[config.mk]
export PLATFORM = sky130hd
export DESIGN_NAME = sdram_cpu_bridge_flat
export DESIGN_NICKNAME = d
export VERILOG_FILES = /design/src/rtl/sdram_pkg.sv /design/src/rtl/sdram_cpu_bridge_if.sv /design/src/rtl/sdram_word_cache.sv /design/src/rtl/sdram_cpu_bridge.sv /design/src/flat_wrapper.sv
export SDC_FILE = /design/constraint.sdc
export NUM_CORES = 1
export LEC_CHECK = 0
export BUFFER_PORTS_ARGS = -buffer_cell sky130_fd_sc_hd__buf_2
export CORE_MARGIN = 3
export CORE_UTILIZATION = 49
export DETAILED_ROUTE_END_ITERATION = 12
export HOLD_SLACK_MARGIN = 0.05
export MAX_ROUTING_LAYER = met4
export PLACE_DENSITY_LB_ADDON = 0.05
export SLEW_MARGIN = 5
export SYNTH_ARGS = -nofsm -noshare
export SYNTH_HDL_FRONTEND = slang
export SYNTH_SLANG_ARGS = --single-unit
[constraint.sdc]
create_clock -name clk -period 2.15 [get_ports clk]
set_input_delay 0.1075 -clock clk [delete_from_list [all_inputs] [get_ports clk]]
set_output_delay 0.1075 -clock clk [all_outputs]
set_load 0.01 [all_outputs]
[src/rtl/sdram_pkg.sv]
// sdram_pkg: shared types and helpers for the SDRAM CPU bridge.
//   - bridge_state_e : bridge FSM states
//   - WORD_AW/BYTE_AW: SDRAM word address / CPU byte address widths
//   - lane_ds        : byte-lane enable from address bit 0
//   - byte_extract   : pick one byte out of a 16-bit word
//   - byte_merge     : replace one byte of a 16-bit word
package sdram_pkg;

  localparam int WORD_AW = 23;
  localparam int BYTE_AW = WORD_AW + 1;

  typedef enum logic [1:0] {
    IDLE    = 2'd0,
    RD_WAIT = 2'd1,
    WR_WAIT = 2'd2
  } bridge_state_e;

  // Little-endian: even byte address lives in the low byte of the word.
  function automatic logic [1:0] lane_ds(input logic a0);
    return a0 ? 2'b10 : 2'b01;
  endfunction

  function automatic logic [7:0] byte_extract(input logic [15:0] word, input logic a0);
    return a0 ? word[15:8] : word[7:0];
  endfunction

  function automatic logic [15:0] byte_merge(input logic [15:0] word, input logic a0,
                                             input logic [7:0] b);
    return a0 ? {b, word[7:0]} : {word[15:8], b};
  endfunction

endpackage

[src/rtl/sdram_cpu_bridge_if.sv]
// sdram_cpu_bridge_if: one port of the SDRAM controller, toggle req/ack protocol.
//   mem_req  : toggles to start an access (bridge -> controller)
//   mem_ack  : equals mem_req once the access is done (controller -> bridge)
//   mem_we   : 1 = write
//   mem_a    : word address
//   mem_ds   : byte enables, ds[0] = low byte
//   mem_d    : write data
//   mem_q    : read data, valid in the cycle mem_ack == mem_req
// Modports: master = bridge side, slave = controller side.
interface sdram_cpu_bridge_if;
  import sdram_pkg::*;

  logic               mem_req;
  logic               mem_ack;
  logic               mem_we;
  logic [WORD_AW-1:0] mem_a;
  logic [1:0]         mem_ds;
  logic [15:0]        mem_d;
  logic [15:0]        mem_q;

  modport master (
    output mem_req, mem_we, mem_a, mem_ds, mem_d,
    input  mem_ack, mem_q
  );

  modport slave (
    input  mem_req, mem_we, mem_a, mem_ds, mem_d,
    output mem_ack, mem_q
  );
endinterface

[src/rtl/sdram_word_cache.sv]
// sdram_word_cache: one-word read cache (tag, valid, 16-bit line).
//   clk, reset   : clock, synchronous active-high reset (clears valid only)
//   lookup_tag   : word address to compare against the stored tag
//   flush        : clears valid next cycle, wins over a same-cycle fill,
//                  and forces a miss in the current cycle
//   fill_en/...  : load a whole line from SDRAM read data
//   merge_en/... : write-through merge of one byte into the line
//   hit          : lookup hit
//   line         : current line contents
module sdram_word_cache
  import sdram_pkg::*;
#(
  parameter bit CACHE_EN = 1'b1
) (
  input  logic               clk,
  input  logic               reset,
  input  logic [WORD_AW-1:0] lookup_tag,
  input  logic               flush,
  input  logic               fill_en,
  input  logic [WORD_AW-1:0] fill_tag,
  input  logic [15:0]        fill_data,
  input  logic               merge_en,
  input  logic               merge_a0,
  input  logic [7:0]         merge_byte,
  output logic               hit,
  output logic [15:0]        line
);

  logic               valid_q, valid_d;
  logic [WORD_AW-1:0] tag_q, tag_d;
  logic [15:0]        line_q, line_d;

  assign hit  = CACHE_EN && valid_q && !flush && (tag_q == lookup_tag);
  assign line = line_q;

  always_comb begin
    valid_d = valid_q;
    tag_d   = tag_q;
    line_d  = line_q;
    if (fill_en) begin
      valid_d = CACHE_EN;
      tag_d   = fill_tag;
      line_d  = fill_data;
    end else if (merge_en) begin
      line_d  = byte_merge(line_q, merge_a0, merge_byte);
    end
    if (flush) begin
      valid_d = 1'b0;
    end
  end

  always_ff @(posedge clk) begin
    if (reset) begin
      valid_q <= 1'b0;
    end else begin
      valid_q <= valid_d;
    end
  end

  // Tag and line are qualified by valid, so they need no reset.
  always_ff @(posedge clk) begin
    tag_q  <= tag_d;
    line_q <= line_d;
  end

endmodule

[src/rtl/sdram_cpu_bridge.sv]
// sdram_cpu_bridge: 8-bit CPU strobe interface to one toggle req/ack SDRAM port.
//   clk, reset          : SDRAM clock, synchronous active-high reset
//   cpu_rd / cpu_wr     : single-cycle strobes (write wins if both)
//   cpu_a, cpu_din      : byte address, write data
//   cpu_dout            : read data, held until the next read completes
//   cpu_ready           : one-cycle pulse: read data valid or write accepted
//   cpu_busy            : strobes are ignored while high
//   cache_flush         : invalidate the one-word read cache
//   timeout_err         : sticky watchdog flag
//   mem                 : SDRAM controller port (master side)
// Reads hit a one-word cache when possible; writes are posted (cpu_ready the
// cycle after the strobe) and written through into the cache on a hit.
module sdram_cpu_bridge
  import sdram_pkg::*;
#(
  parameter bit         CACHE_EN       = 1'b1,
  parameter logic [9:0] TIMEOUT_CYCLES = 10'd1023
) (
  input  logic               clk,
  input  logic               reset,
  input  logic               cpu_rd,
  input  logic               cpu_wr,
  input  logic [BYTE_AW-1:0] cpu_a,
  input  logic [7:0]         cpu_din,
  output logic [7:0]         cpu_dout,
  output logic               cpu_ready,
  output logic               cpu_busy,
  input  logic               cache_flush,
  output logic               timeout_err,
  sdram_cpu_bridge_if.master mem
);

  bridge_state_e      state_q, state_d;
  logic               mem_req_q, mem_req_d;
  logic               mem_we_q, mem_we_d;
  logic [WORD_AW-1:0] mem_a_q, mem_a_d;
  logic [1:0]         mem_ds_q, mem_ds_d;
  logic [15:0]        mem_d_q, mem_d_d;
  logic [7:0]         cpu_dout_q, cpu_dout_d;
  logic               cpu_ready_q, cpu_ready_d;
  logic               timeout_err_q, timeout_err_d;
  logic               lane_q, lane_d;
  logic [9:0]         wdog_q, wdog_d;
  logic [9:0]         wdog_next;

  logic               pending;
  logic               cache_hit;
  logic [15:0]        cache_line;
  logic               fill_en;
  logic               merge_en;

  // The controller ack mirrors req, so an access is outstanding while they differ.
  assign pending = (mem_req_q != mem.mem_ack);

  sdram_word_cache #(
    .CACHE_EN (CACHE_EN)
  ) u_cache (
    .clk        (clk),
    .reset      (reset),
    .lookup_tag (cpu_a[BYTE_AW-1:1]),
    .flush      (cache_flush),
    .fill_en    (fill_en),
    .fill_tag   (mem_a_q),
    .fill_data  (mem.mem_q),
    .merge_en   (merge_en),
    .merge_a0   (cpu_a[0]),
    .merge_byte (cpu_din),
    .hit        (cache_hit),
    .line       (cache_line)
  );

  always_comb begin
    state_d       = state_q;
    mem_req_d     = mem_req_q;
    mem_we_d      = mem_we_q;
    mem_a_d       = mem_a_q;
    mem_ds_d      = mem_ds_q;
    mem_d_d       = mem_d_q;
    cpu_dout_d    = cpu_dout_q;
    cpu_ready_d   = 1'b0;
    timeout_err_d = timeout_err_q;
    lane_d        = lane_q;
    wdog_d        = wdog_q;
    fill_en       = 1'b0;
    merge_en      = 1'b0;
    wdog_next     = wdog_q + 10'd1;

    case (state_q)
      IDLE: begin
        wdog_d = '0;
        if (cpu_wr) begin
          // A simultaneous read strobe is dropped.
          mem_a_d     = cpu_a[BYTE_AW-1:1];
          mem_we_d    = 1'b1;
          mem_ds_d    = lane_ds(cpu_a[0]);
          mem_d_d     = {cpu_din, cpu_din};
          mem_req_d   = ~mem_req_q;
          cpu_ready_d = 1'b1;
          merge_en    = cache_hit;
          state_d     = WR_WAIT;
        end else if (cpu_rd) begin
          if (cache_hit) begin
            cpu_dout_d  = byte_extract(cache_line, cpu_a[0]);
            cpu_ready_d = 1'b1;
          end else begin
            mem_a_d   = cpu_a[BYTE_AW-1:1];
            mem_we_d  = 1'b0;
            mem_ds_d  = 2'b11;
            mem_req_d = ~mem_req_q;
            lane_d    = cpu_a[0];
            state_d   = RD_WAIT;
          end
        end
      end

      RD_WAIT: begin
        if (!pending) begin
          fill_en     = 1'b1;
          cpu_dout_d  = byte_extract(mem.mem_q, lane_q);
          cpu_ready_d = 1'b1;
          wdog_d      = '0;
          state_d     = IDLE;
        end else if (wdog_next == TIMEOUT_CYCLES) begin
          // Abandon the access: resync req to ack so the port looks idle again.
          timeout_err_d = 1'b1;
          mem_req_d     = mem.mem_ack;
          cpu_dout_d    = 8'hFF;
          cpu_ready_d   = 1'b1;
          wdog_d        = '0;
          state_d       = IDLE;
        end else begin
          wdog_d = wdog_next;
        end
      end

      WR_WAIT: begin
        if (!pending) begin
          wdog_d  = '0;
          state_d = IDLE;
        end else if (wdog_next == TIMEOUT_CYCLES) begin
          timeout_err_d = 1'b1;
          mem_req_d     = mem.mem_ack;
          wdog_d        = '0;
          state_d       = IDLE;
        end else begin
          wdog_d = wdog_next;
        end
      end

      default: begin
        state_d = IDLE;
      end
    endcase
  end

  always_ff @(posedge clk) begin
    if (reset) begin
      state_q       <= IDLE;
      mem_req_q     <= 1'b0;
      mem_we_q      <= 1'b0;
      mem_a_q       <= '0;
      mem_ds_q      <= 2'b00;
      mem_d_q       <= '0;
      cpu_dout_q    <= 8'hFF;
      cpu_ready_q   <= 1'b0;
      timeout_err_q <= 1'b0;
      lane_q        <= 1'b0;
      wdog_q        <= '0;
    end else begin
      state_q       <= state_d;
      mem_req_q     <= mem_req_d;
      mem_we_q      <= mem_we_d;
      mem_a_q       <= mem_a_d;
      mem_ds_q      <= mem_ds_d;
      mem_d_q       <= mem_d_d;
      cpu_dout_q    <= cpu_dout_d;
      cpu_ready_q   <= cpu_ready_d;
      timeout_err_q <= timeout_err_d;
      lane_q        <= lane_d;
      wdog_q        <= wdog_d;
    end
  end

  assign cpu_dout    = cpu_dout_q;
  assign cpu_ready   = cpu_ready_q;
  assign cpu_busy    = (state_q != IDLE);
  assign timeout_err = timeout_err_q;

  assign mem.mem_req = mem_req_q;
  assign mem.mem_we  = mem_we_q;
  assign mem.mem_a   = mem_a_q;
  assign mem.mem_ds  = mem_ds_q;
  assign mem.mem_d   = mem_d_q;

endmodule

[src/flat_wrapper.sv]
// flat-port wrapper written by rule: the top's interface ports become plain ports
module sdram_cpu_bridge_flat import sdram_pkg::*;
#(
  parameter bit         CACHE_EN       = 1'b1,
  parameter logic [9:0] TIMEOUT_CYCLES = 10'd1023
)
  (clk, reset, cpu_rd, cpu_wr, cpu_a, cpu_din, cpu_dout, cpu_ready, cpu_busy, cache_flush, timeout_err, mem_mem_req, mem_mem_we, mem_mem_a, mem_mem_ds, mem_mem_d, mem_mem_ack, mem_mem_q);
  sdram_cpu_bridge_if mem_i ();
  input  logic clk;
  input  logic reset;
  input  logic cpu_rd;
  input  logic cpu_wr;
  input  logic [BYTE_AW-1:0] cpu_a;
  input  logic [7:0] cpu_din;
  output logic [7:0] cpu_dout;
  output logic cpu_ready;
  output logic cpu_busy;
  input  logic cache_flush;
  output logic timeout_err;
  output wire logic [$bits(mem_i.mem_req)-1:0] mem_mem_req;
  output wire logic [$bits(mem_i.mem_we)-1:0] mem_mem_we;
  output wire logic [$bits(mem_i.mem_a)-1:0] mem_mem_a;
  output wire logic [$bits(mem_i.mem_ds)-1:0] mem_mem_ds;
  output wire logic [$bits(mem_i.mem_d)-1:0] mem_mem_d;
  input wire logic [$bits(mem_i.mem_ack)-1:0] mem_mem_ack;
  input wire logic [$bits(mem_i.mem_q)-1:0] mem_mem_q;
  assign mem_mem_req = mem_i.mem_req;
  assign mem_mem_we = mem_i.mem_we;
  assign mem_mem_a = mem_i.mem_a;
  assign mem_mem_ds = mem_i.mem_ds;
  assign mem_mem_d = mem_i.mem_d;
  assign mem_i.mem_ack = mem_mem_ack;
  assign mem_i.mem_q = mem_mem_q;
  sdram_cpu_bridge #(.CACHE_EN(CACHE_EN), .TIMEOUT_CYCLES(TIMEOUT_CYCLES)) u_core (.clk(clk), .reset(reset), .cpu_rd(cpu_rd), .cpu_wr(cpu_wr), .cpu_a(cpu_a), .cpu_din(cpu_din), .cpu_dout(cpu_dout), .cpu_ready(cpu_ready), .cpu_busy(cpu_busy), .cache_flush(cache_flush), .timeout_err(timeout_err), .mem(mem_i));
endmodule
# [Word level (Yosys, flattened, before mapping)]
# Index checks and enable logic that the tools add are counted.
[totals] regBits=106 in_bits=54 wordCells=102 out_inout_bits=54
[classes] eq_ne=16 addsub=1 reduce_logical=21 bitwise_logic=3 n_mux=46
[ops] cell="2-to-1 mux 23 bit" n=3
[ops] cell="2-to-1 mux 8 bit" n=7
[ops] cell="2-to-1 mux 16 bit" n=3
[ops] cell="== test 23 bit" n=1
[ops] cell="2-to-1 mux 10 bit" n=2
[ops] cell="one-hot mux 10 bit (2 select lines)" n=1
[ops] cell="2-to-1 mux 2 bit" n=9
[ops] cell="2-to-1 mux 1 bit" n=17
[ops] cell="one-hot mux 8 bit (2 select lines)" n=1
[ops] cell="inequality test 3 bit (second input constant)" n=4
[ops] cell="nonzero test 2 bit" n=6
[ops] cell="adder 10 x 1 -> 10 bit (second input constant)" n=1
[ops] cell="== test 10 bit (second input constant)" n=1
[ops] cell="AND reduction 5 bit" n=2
[ops] cell="AND reduction 3 bit" n=3
[ops] cell="inequality test 2 x 1 -> 1 bit (second input constant)" n=4
[ops] cell="inequality test 2 bit (second input constant)" n=3
[ops] cell="AND reduction 2 bit" n=3
[ops] cell="one-hot mux 1 bit (2 select lines)" n=2
[ops] cell="one-hot mux 2 bit (2 select lines)" n=1
[ops] cell="AND reduction 4 bit" n=1
[ops] cell="OR reduction 2 bit" n=2
[ops] cell="NOT 1 bit" n=3
[ops] cell="== test 2 x 1 -> 1 bit (second input constant)" n=1
[ops] cell="5 further kinds" n=6

# [Longest topological paths before layout]
# Gate-level depths: netlist of the first run.
[logic_depth] word_depth=7 depth_mapped=8 depth_no_buf=8

# [Cells and area by module]
# From an unflattened synthesis of the first run, not the netlist that was laid out.
[hier_totals] cells_unflattened=435 area_unflattened_um2=4424.2
[by_module_without_submodules] mod="sdram_cpu_bridge" cells_each=335 n_inst=1 seq_area_each_um2=1161.1 area_each_um2=2777.7
[by_module_without_submodules] mod="sdram_word_cache" cells_each=100 n_inst=1 seq_area_each_um2=1191.1 area_each_um2=1646.6

# [Worst setup path after synthesis of the first run]
# OpenSTA, ideal clock, no wires.
[synth_timing] path_kind="register to register" from="register u_core.mem_req_q, in the netlist u_core.mem.mem_req" to="register u_core.u_cache.tag_q[0] (enable)" setup_time_ns=0.396 synth_period_minus_slack_ns=2.389 arrival_time_ns=1.993 n_path_buf=1 path_stages_with_launch=5 t_required_ns=1.754 slack_ns=-0.239 cell_sequence="dfxtp_1 -> xnor2_1 -> nand2_1 -> inv_1 -> buf_1"
[synth_between] elab_chain_cells=3
[synth_lines] item="start: declaration" line_no="sdram_cpu_bridge.sv:34" text="logic mem_req_q, mem_req_d;"
[synth_lines] item="start signal: assignment" line_no="sdram_cpu_bridge.sv:171" text="mem_req_q <= mem_req_d;"
[synth_lines] item="inequality test 1 bit" line_no="sdram_cpu_bridge.sv:53" text="assign pending = (mem_req_q != mem.mem_ack);"
[synth_lines] item="2-to-1 mux 1 bit" line_no="sdram_cpu_bridge.sv:117" text="if (!pending) begin"
[synth_lines] item="2-to-1 mux 1 bit" line_no="sdram_cpu_bridge.sv:88" text="case (state_q)"
[synth_lines] item="named net u_core.fill_en" line_no="sdram_cpu_bridge.sv:49" text="logic fill_en;"
[synth_lines] item="end signal: assignment" line_no="sdram_word_cache.sv:62" text="tag_q <= tag_d;"
[synth_lines] item="end: declaration" line_no="sdram_word_cache.sv:30" text="logic [WORD_AW-1:0] tag_q, tag_d;"
# The timed path passes the listed nets, and every way through them passes these cells.
# A chain may end at the register's enable or synchronous reset.

# [Worst setup path in the final report of the first run]
[layout_timing] from="register u_core.wdog_q[0]" to="register u_core.wdog_q[1]"
[layout_between] elab_chain_cells=5
[layout_lines] item="start: declaration" line_no="sdram_cpu_bridge.sv:43" text="logic [9:0] wdog_q, wdog_d;"
[layout_lines] item="start signal: assignment" line_no="sdram_cpu_bridge.sv:180" text="wdog_q <= wdog_d;"
[layout_lines] item="adder 10 x 1 -> 10 bit (*)" line_no="sdram_cpu_bridge.sv:86" text="wdog_next = wdog_q + 10'd1;"
[layout_lines] item="== test 10 bit" line_no="sdram_cpu_bridge.sv:123, sdram_cpu_bridge.sv:140"
[layout_lines] item="2-to-1 mux 10 bit (*)" line_no="sdram_cpu_bridge.sv:123, sdram_cpu_bridge.sv:140"
[layout_lines] item="2-to-1 mux 10 bit (*)" line_no="sdram_cpu_bridge.sv:117"
[layout_lines] item="one-hot mux 10 bit (2 select lines) (*)" line_no="sdram_cpu_bridge.sv:88"
# Mark *: on every way between the ends. The rest lies on a longest branch, timed or not.

==> results of run 1 <==
[logic make-up (layout without fill, tap and decap cells)]
kind of cell    Yosys count  count (layout)
xor+xnor                 25              25
flops                    98              98
simple gates            181             181
mux                      41              41
fa+ha+maj                 5               5
buf+inv                  41             197
compound gates           84              84
[cells in the mapped netlist (all sizes together) (9+ instances only)]
master and number:
a211oi 11, a21oi 24, a31oi 11, buf 15, clkbuf 18, dfxtp 59
edfxtp 39, mux2i 41, nand2 63, nand2b 12, nand3 14, nor2 51
nor2b 12, o21ai 17, or3 9, xnor2 24
[final cells by class]
class,count,area [µm²],area share
Sequential cell,98,2360,0.385
Multi-Input combinational cell,336,2180,0.357
Timing Repair Buffer,173,1190,0.194
Tap cell,126,158,0.0257
Clock buffer,11,141,0.0231
Clock inverter,5,63.8,0.0104
Inverter,8,30.0,0.00490
[sequential cells by signal, indices dropped and copies added (netlist names)]
name                    count
u_core.mem.mem_a           23
u_core.u_cache.tag_q       23
u_core.u_cache.line        16
u_core.wdog_q              10
u_core.cpu_dout             8
u_core.mem.mem_d            8
u_core.mem.mem_ds           2
u_core.state_q              2
u_core.cpu_ready            1
u_core.lane_q               1
u_core.mem.mem_req          1
u_core.mem.mem_we           1
u_core.timeout_err          1
u_core.u_cache.valid_q      1
[report_power, final]
| part | total [W] | switching (W) | internal [W] |
|---|---|---|---|
| Combinational | 0.00101 | 0.000545 | 0.000461 |
| Clock | 0.00124 | 0.000662 | 0.000580 |
| Sequential | 0.00219 | 0.0000930 | 0.00210 |
[layout by cell type (no fill, tap or decap), drive strengths merged, types with 2 or more instances in the layout]
cell         instances
o21ai               17
clkbuf              11
or3                  9
dlygate4sd3         44
a31oi               11
nor3                 5
nand3               14
a211oi              11
o41ai                2
nor4                 2
nor2b               12
edfxtp              39
clkinv               2
dfxtp               59
o311ai               2
nand2               63
and2                 2
o22ai                2
a21oi               24
nand4                7
mux2i               41
inv                  9
nor2                51
a21o                 8
xnor2               24
ha                   5
buf                129
nand2b              12
[stage by stage]
step | area [µm²] | hold slack [ps] | std cells | total power, W | setup WS [ps]
3_5_place_dp | 5410 | 307 | 696 | 0.00316 | -60.8
2_1_floorplan | 4680 | 187 | 475 | 0.00281 | 29.0
6_report | 6120 | 57.3 | 757 | 0.00444 | 80.4
3_3_place_gp | 5410 | 303 | 696 | 0.00314 | 34.0
4_1_cts | 6080 | 52.0 | 757 | 0.00445 | 10.5
5_1_grt | 6120 | 70.8 | 757 | 0.00464 | -5.36
[routing by layer]
metal,GRT usage,vias up,share of wire
met2,0.357,108,0.48
met3,0.0454,25,0.041
met4,0.0655,0,0.019
met5,-,-,0
met1,0.278,1784,0.46
li1,-,1959,-
[worst reg2reg max path, stage by stage (launching register included)]
cell,delay [ps]
dfxtp_2,360
buf_4,150
a21oi_1,70
o311a_1,390
a211oi_4,330
o311ai_4,200
or3_1,350
a21oi_1,150
[final timing paths]
kind / start / slack [ps] / depth (start not counted) / end
max: u_core.wdog_q[0]$_SDFFE_PP0P_ / 80 / 7 / u_core.wdog_q[1]$_SDFFE_PP0P_
min: cpu_a[10] / 60 / 3 / u_core.mem.mem_a[9]$_SDFFE_PP0P_
max reg2reg: u_core.wdog_q[0]$_SDFFE_PP0P_ / 80 / 7 / u_core.wdog_q[1]$_SDFFE_PP0P_
min reg2reg: u_core.mem.mem_a[3]$_SDFFE_PP0P_ / 460 / 0 / u_core.u_cache.tag_q[3]$_DFFE_PP_
[timing repair]
| action | CTS | global route |
|---|---|---|
| setup buffers | 1 | 0 |
| pin swaps | 2 | 1 |
| resized for setup | 1 | 7 |
| hold endpoints to repair | 44 | 0 |
| hold buffers | 44 | 0 |
| setup endpoints to repair | 17 | 20 |
==> run summary, run 1 <==
The type of the most critical hold path is in2reg. Routed wire length: 11.3 mm. The die boundary height was 104 µm; the DRC violations left was 0. The run gives 0.682 as the final standard cell utilization of the core. The tools report the number of hold-slack violations in the final timing report as 0. By area, the combinational part of the netlist is dominated by simple AND/OR/NAND/NOR gates.

The flow ran to the end, and the final reports show no timing, DRC or antenna violations. Based on the critical path, the design can be clocked at up to 483 MHz. The number of global-route vias before repair is 3,896. The later-pin clock latency in the skew report came out at 360 ps. The share of synthesized flip-flops with an asynchronous set or reset works out to 0.

Detailed placement ended at an HPWL of 7.52 mm. For the leakage power of the design, the log shows 2.57 nW. The critical path goes through buf_4, a21oi_1, o311a_1, a211oi_4, o311ai_4, or3_1, a21oi_1. Setup violations remaining at the end of the flow were counted as 0. The kind of cell with the highest combined delay along the critical path is compound AO/OA/AOI/OAI gates. The xor-xnor portion of the synthesized cell area came out at 0.0469.

The width of the die was 104 µm; the number of placement rows was 34. For this run, the leading register cell type out of synthesis is dfxtp_1. The run gives 0.219 as the total routing usage reported by global routing.

The final layout contains 685 nets. Clock sink count: 98. The routability-driven placement congestion ratio is 0.911, and the number of diodes added for antenna fixing is 0. The final global-route overflow total was 0. Synthesis inferred 98 register bits.

The number of buffers added on ports was 107. The share of synthesized area occupied by flip-flops and latches was 0.504; the maximum vdd drop was 0.497 mV. In this run the remaining antenna-violating nets after routing total 0. The cell with the most instances on the worst path is a21oi_1. Buffers inserted during clock tree synthesis total 9.

The area share of the largest cell type after synthesis works out to 0.253. Multiplexer share of the synthesized area: 0.0880. The fraction of final layout cells sized beyond drive strength 1 was 0.255. The sum of buffers and inverters on the critical path was 1. The worst setup path is launched from a flip-flop.

Largest fanout on the critical path: 8. The relative area change from synthesis to final layout was 31.3%. The worst path in the final design needs a cycle of 2070 ps, including I/O delays and setup. The number of synthesized flops with an enable pin is 39, and the maximum number of pins on one net before global-route repair is 49. After synthesis, the cell types taking the most area are dfxtp_1 25%, edfxtp_1 25%, mux2i_1 8.8%, nand2_1 5.1%, xnor2_1 4.5%. The total die area came out at 10,700 µm².

Required time of the critical path: 2440 ps. The largest stage delay on the critical path is 390 ps. The arithmetic-cell share of the synthesized area counting full adders, half adders and majority gates is 0.0134, and the synthesized net count is 534.

The routed via count was 3,876; the number of placed I/O pins was 108. Wire length of the first global-routing pass: 18.9 mm. The synthesized netlist occupies a cell area of 4660 µm². The worst-case headroom to the max-slew limit was 0.589; the number of iterations in the first detailed-routing pass was 4.

The critical path is of the reg2reg type. Across the routed clock network, the largest skew measured is 14.0 ps. Setup repair after global routing could not meet its margin everywhere. Summed over all instances, the cell type with the most area after synthesis is dfxtp_1. Summed over all failing endpoints, the final setup total negative slack is 0 ps. STA classifies the critical path endpoint as a flip-flop. The cell with the largest stage delay on the worst path was o311a_1. Fill cells in the final layout number 730. In this run the mean area of a mapped cell was 9.82 µm². The initial core utilization is 0.520, and the total power per unit cell area is 725 nW/µm². The final-report max-slew violation count came out at 0. Synthesis produced 475 cells. In the routed layout, each cell is associated on average with a via count of 5.12. The fraction of the mapped netlist area in compound gates was 0.123; the number of max-cap violations was 0. The longest clock path from root to sink contains 2 buffers.

The H-tree was split into 3 levels. TritonCTS built the clock tree. For the pin with the worst max-slew slack, the measured transition is 617 ps.

The Yosys warning count came out at 0. The run gives 0 as the number of antenna violations at the first check in global routing. In this run, the number of DRC markers left after iteration 0 of detailed routing was 197. After detailed routing, the average wire length per cell comes to 14.9 µm. The clock input transition at the sequential cells of the worst setup and hold paths was 90 ps; the number of library cell types mapped by synthesis was 47. The core region is 8980 µm². In this run the clock root is driven by a clkbuf_8.

The synthesized-area fraction occupied by and/or/nand/nor cells works out to 0.184. Data on the critical path arrives at its endpoint at 2350 ps. Share of the clock period used by the worst path: 0.963.
Power figures use the tool's default switching activity.
==> inputs of run 2 (changes only) <==
--- a/config.mk
+++ b/config.mk
@@ -5,7 +5,7 @@
 export SDC_FILE = /design/constraint.sdc
 export NUM_CORES = 1
 export LEC_CHECK = 0
-export BUFFER_PORTS_ARGS = -buffer_cell sky130_fd_sc_hd__buf_2
+export BUFFER_PORTS_ARGS = -buffer_cell sky130_fd_sc_hd__clkbuf_2
 export CORE_MARGIN = 3
 export CORE_UTILIZATION = 49
 export DETAILED_ROUTE_END_ITERATION = 12
==> run summary, run 2 (same netlist as run 1, synthesis figures left out) <==
Leaving out fill and tap cells, the most frequent cell in the layout is clkbuf_2. The detailed router used layers up to and including met4. The largest fanout on the critical path is 6 (-2), and the fraction of final layout cells sized beyond drive strength 1 is 0.259 (+0.00347). The sum of buffers and inverters on the critical path was 2 (+1). Initial core utilization: 0.520 (unchanged). For the area inside the core boundary, the log shows 8980 µm² (unchanged).

The worst setup path is launched from a flip-flop. The final hold slack came out at 162 ps (+104 ps). On the critical path the largest part of the delay comes from compound AO/OA/AOI/OAI gates. The most numerous cell type found on the critical path is buf_4. The tools report the total routing usage reported by global routing as 0.212 (-0.00742). The final standard cell utilization of the core is 0.687 (+0.00488), and the number of antenna violations at the first check in global routing is 0 (unchanged). DRC violations left: 0 (unchanged). The clock input transition at the sequential cells of the worst setup and hold paths works out to 100 ps (about the same).

The number of global-route vias before repair is 3,771 (-3.2%), and the ratio of routed vias to standard cells is 5.15 (+0.62%). The flow ran to the end, and the final reports show no timing, DRC or antenna violations. The number of standard cells in the final layout excluding fillers was 764 (+0.92%); the number of cells on the worst hold path was 4 (+1).

The post-detailed-route wirelength per cell is 14.4 µm (-3.5%), and the total die area is 10,700 µm² (unchanged). The number of placement rows is 34 (unchanged). The width of the die is 104 µm (unchanged), and the required time of the critical path is 2430 ps (about the same). The cell with the largest stage delay on the worst path is o311ai_2. The residual antenna-violating net count after detailed routing was 0 (unchanged). The cell area after placement was 5420 µm² (+0.14%); the arrival time of the worst setup path was 2320 ps (-30 ps). The number of placed I/O pins was 108 (unchanged); the placed wire-length estimate was 7.44 mm (-1.0%). The logs give 3 (unchanged) for the number of levels the H-tree was split into and 13.3 ps (-0.709 ps) for the final clock skew. The critical path goes through buf_4, and2_1, o21ai_0, a32oi_2, buf_4, o311ai_2, a21oi_1, a21o_1.

TritonCTS built the clock tree. The critical path is of the reg2reg type. The relative area change from synthesis to final layout works out to 32.2%.

Final-report max-slew violation count: 0 (unchanged). The routed wire length is 11.0 mm (-2.7%). The number of hold-slack violations in the final timing report is 0 (unchanged).

The number of max-cap violations is 0 (unchanged), and the final net count is 692 (+1.0%). The die boundary height is 104 µm (unchanged), and the total power after layout is 0.00440 W (-0.89%). The logs give 529 µm (+13%) for the routed length on met3 and 98 (unchanged) for the clock sink count. For the wire length on met1, the log shows 4.98 mm (-3.9%). The number of iterations in the first detailed-routing pass was 5 (+1). The cell depth of the worst flop-to-flop path was 8 (+1); the leakage power of the design was 2.58 nW (+0.29%). The final global-route overflow total is 0 (unchanged), and the clock tree buffer depth is 2 (unchanged). For the later-pin clock latency in the skew report, the log shows 370 ps (about the same).

The largest stage delay on the critical path was 390 ps (about the same); the wire length of the first global-routing pass was 18.2 mm (-3.8%). The number of buffers created by CTS is 9 (unchanged), and the shortest clock period the worst path allows after layout is 2040 ps (-26.4 ps). The worst-case headroom to the max-slew limit was 0.543 (-0.0463).

The worst setup path is captured at a flip-flop. The maximum vdd drop is 0.450 mV (-9.6%). Maximum number of pins on one net before global-route repair: 49 (unchanged). The number of buffers added on ports works out to 107 (unchanged).

The run gives 489 MHz (+1.3%) as the peak clock frequency supported by timing. The run gives 3,936 (+1.5%) as the routed via count. The tree is rooted in a clkbuf_8. The worst-margin pin slew is 686 ps (+69.4 ps). The routability-driven placement congestion ratio is 0.882 (-3.2%), and the total placed cells including tap cells is 697 (+0.14%). Type of the most critical hold path: in2reg.

In the layout the commonest cells are 107 x clkbuf_2, 63 x nand2_1, 56 x dfxtp_1. The share of the clock period used by the worst path is 0.950 (-0.0123), and the number of design-rule violations left by the first detailed-router iteration is 166 (-16%). The total power per unit cell area was 713 nW/µm² (-1.6%); the total met2 wirelength after detailed routing was 5.32 mm (-1.8%). The logs give 6170 µm² (+0.72%) for the finished layout cell area and 0 (unchanged) for the total of endpoints with negative setup slack in the final report. Number of diodes added for antenna fixing: 0 (unchanged). Number of logic stages on the critical path including buffering: 8 (+1).
-- run 2: path summary, 6_finish.rpt --
kind | startpoint | endpoint | slack (ps)
max | u_core.wdog_q[1]$_SDFFE_PP0P_ | u_core.wdog_q[4]$_SDFFE_PP0P_ | 110
min | cpu_wr | u_core.state_q[0]$_SDFFE_PP0P_ | 160
max reg2reg | u_core.wdog_q[1]$_SDFFE_PP0P_ | u_core.wdog_q[4]$_SDFFE_PP0P_ | 110
min reg2reg | u_core.mem.mem_a[14]$_SDFFE_PP0P_ | u_core.u_cache.tag_q[14]$_DFFE_PP_ | 470
-- run 2: repair_timing --
action | CTS | global route
setup endpoints to repair | 15 | 16
setup buffers | 1 | 2
hold endpoints to repair | 48 | 0
pin swaps | 1 | 2
hold buffers | 48 | 0
resized for setup | 2 | 4
-- run 2: stage by stage --
step                worst slack, ps  setup TNS [ps]
floorplan                      29.0               0
global placement               30.9               0
detailed placement            -12.9           -20.6
CTS                            14.7               0
global route                  -2.06           -2.06
finish                          107               0
-- run 2: metal layers --
metal  GRT usage  vias to the layer above
li1            -                     1977
met1       0.273                     1823
met2       0.342                      119
met3      0.0460                       17
met4      0.0560                        0
met5           -                        -
-- run 2: cell type report --
| class | instances | area (µm²) |
|---|---|---|
| clock inverters | 6 | 66.3 |
| clock buffers | 10 | 138 |
| multi-input cells | 336 | 2170 |
| repair buffers | 180 | 1250 |
| flip-flops and latches | 98 | 2360 |
| well taps | 126 | 158 |
| inverters | 8 | 30.0 |
| fillers | 724 | 2810 |
-- run 2: power breakdown --
part,leakage (nW),switching [W],internal (W)
sequential,0.845,0.0000964,0.00210
clock,0.102,0.000715,0.000491
combinational,1.63,0.000539,0.000461
-- run 2: worst register-to-register path, delay by kind of cell (launching register included) --
kind / cells / cell delay, ps
AOI/OAI and AO/OA: 5 / 1080
DFF: 1 / 350
buffers and inverters: 2 / 340
and+or+nand+nor: 1 / 190
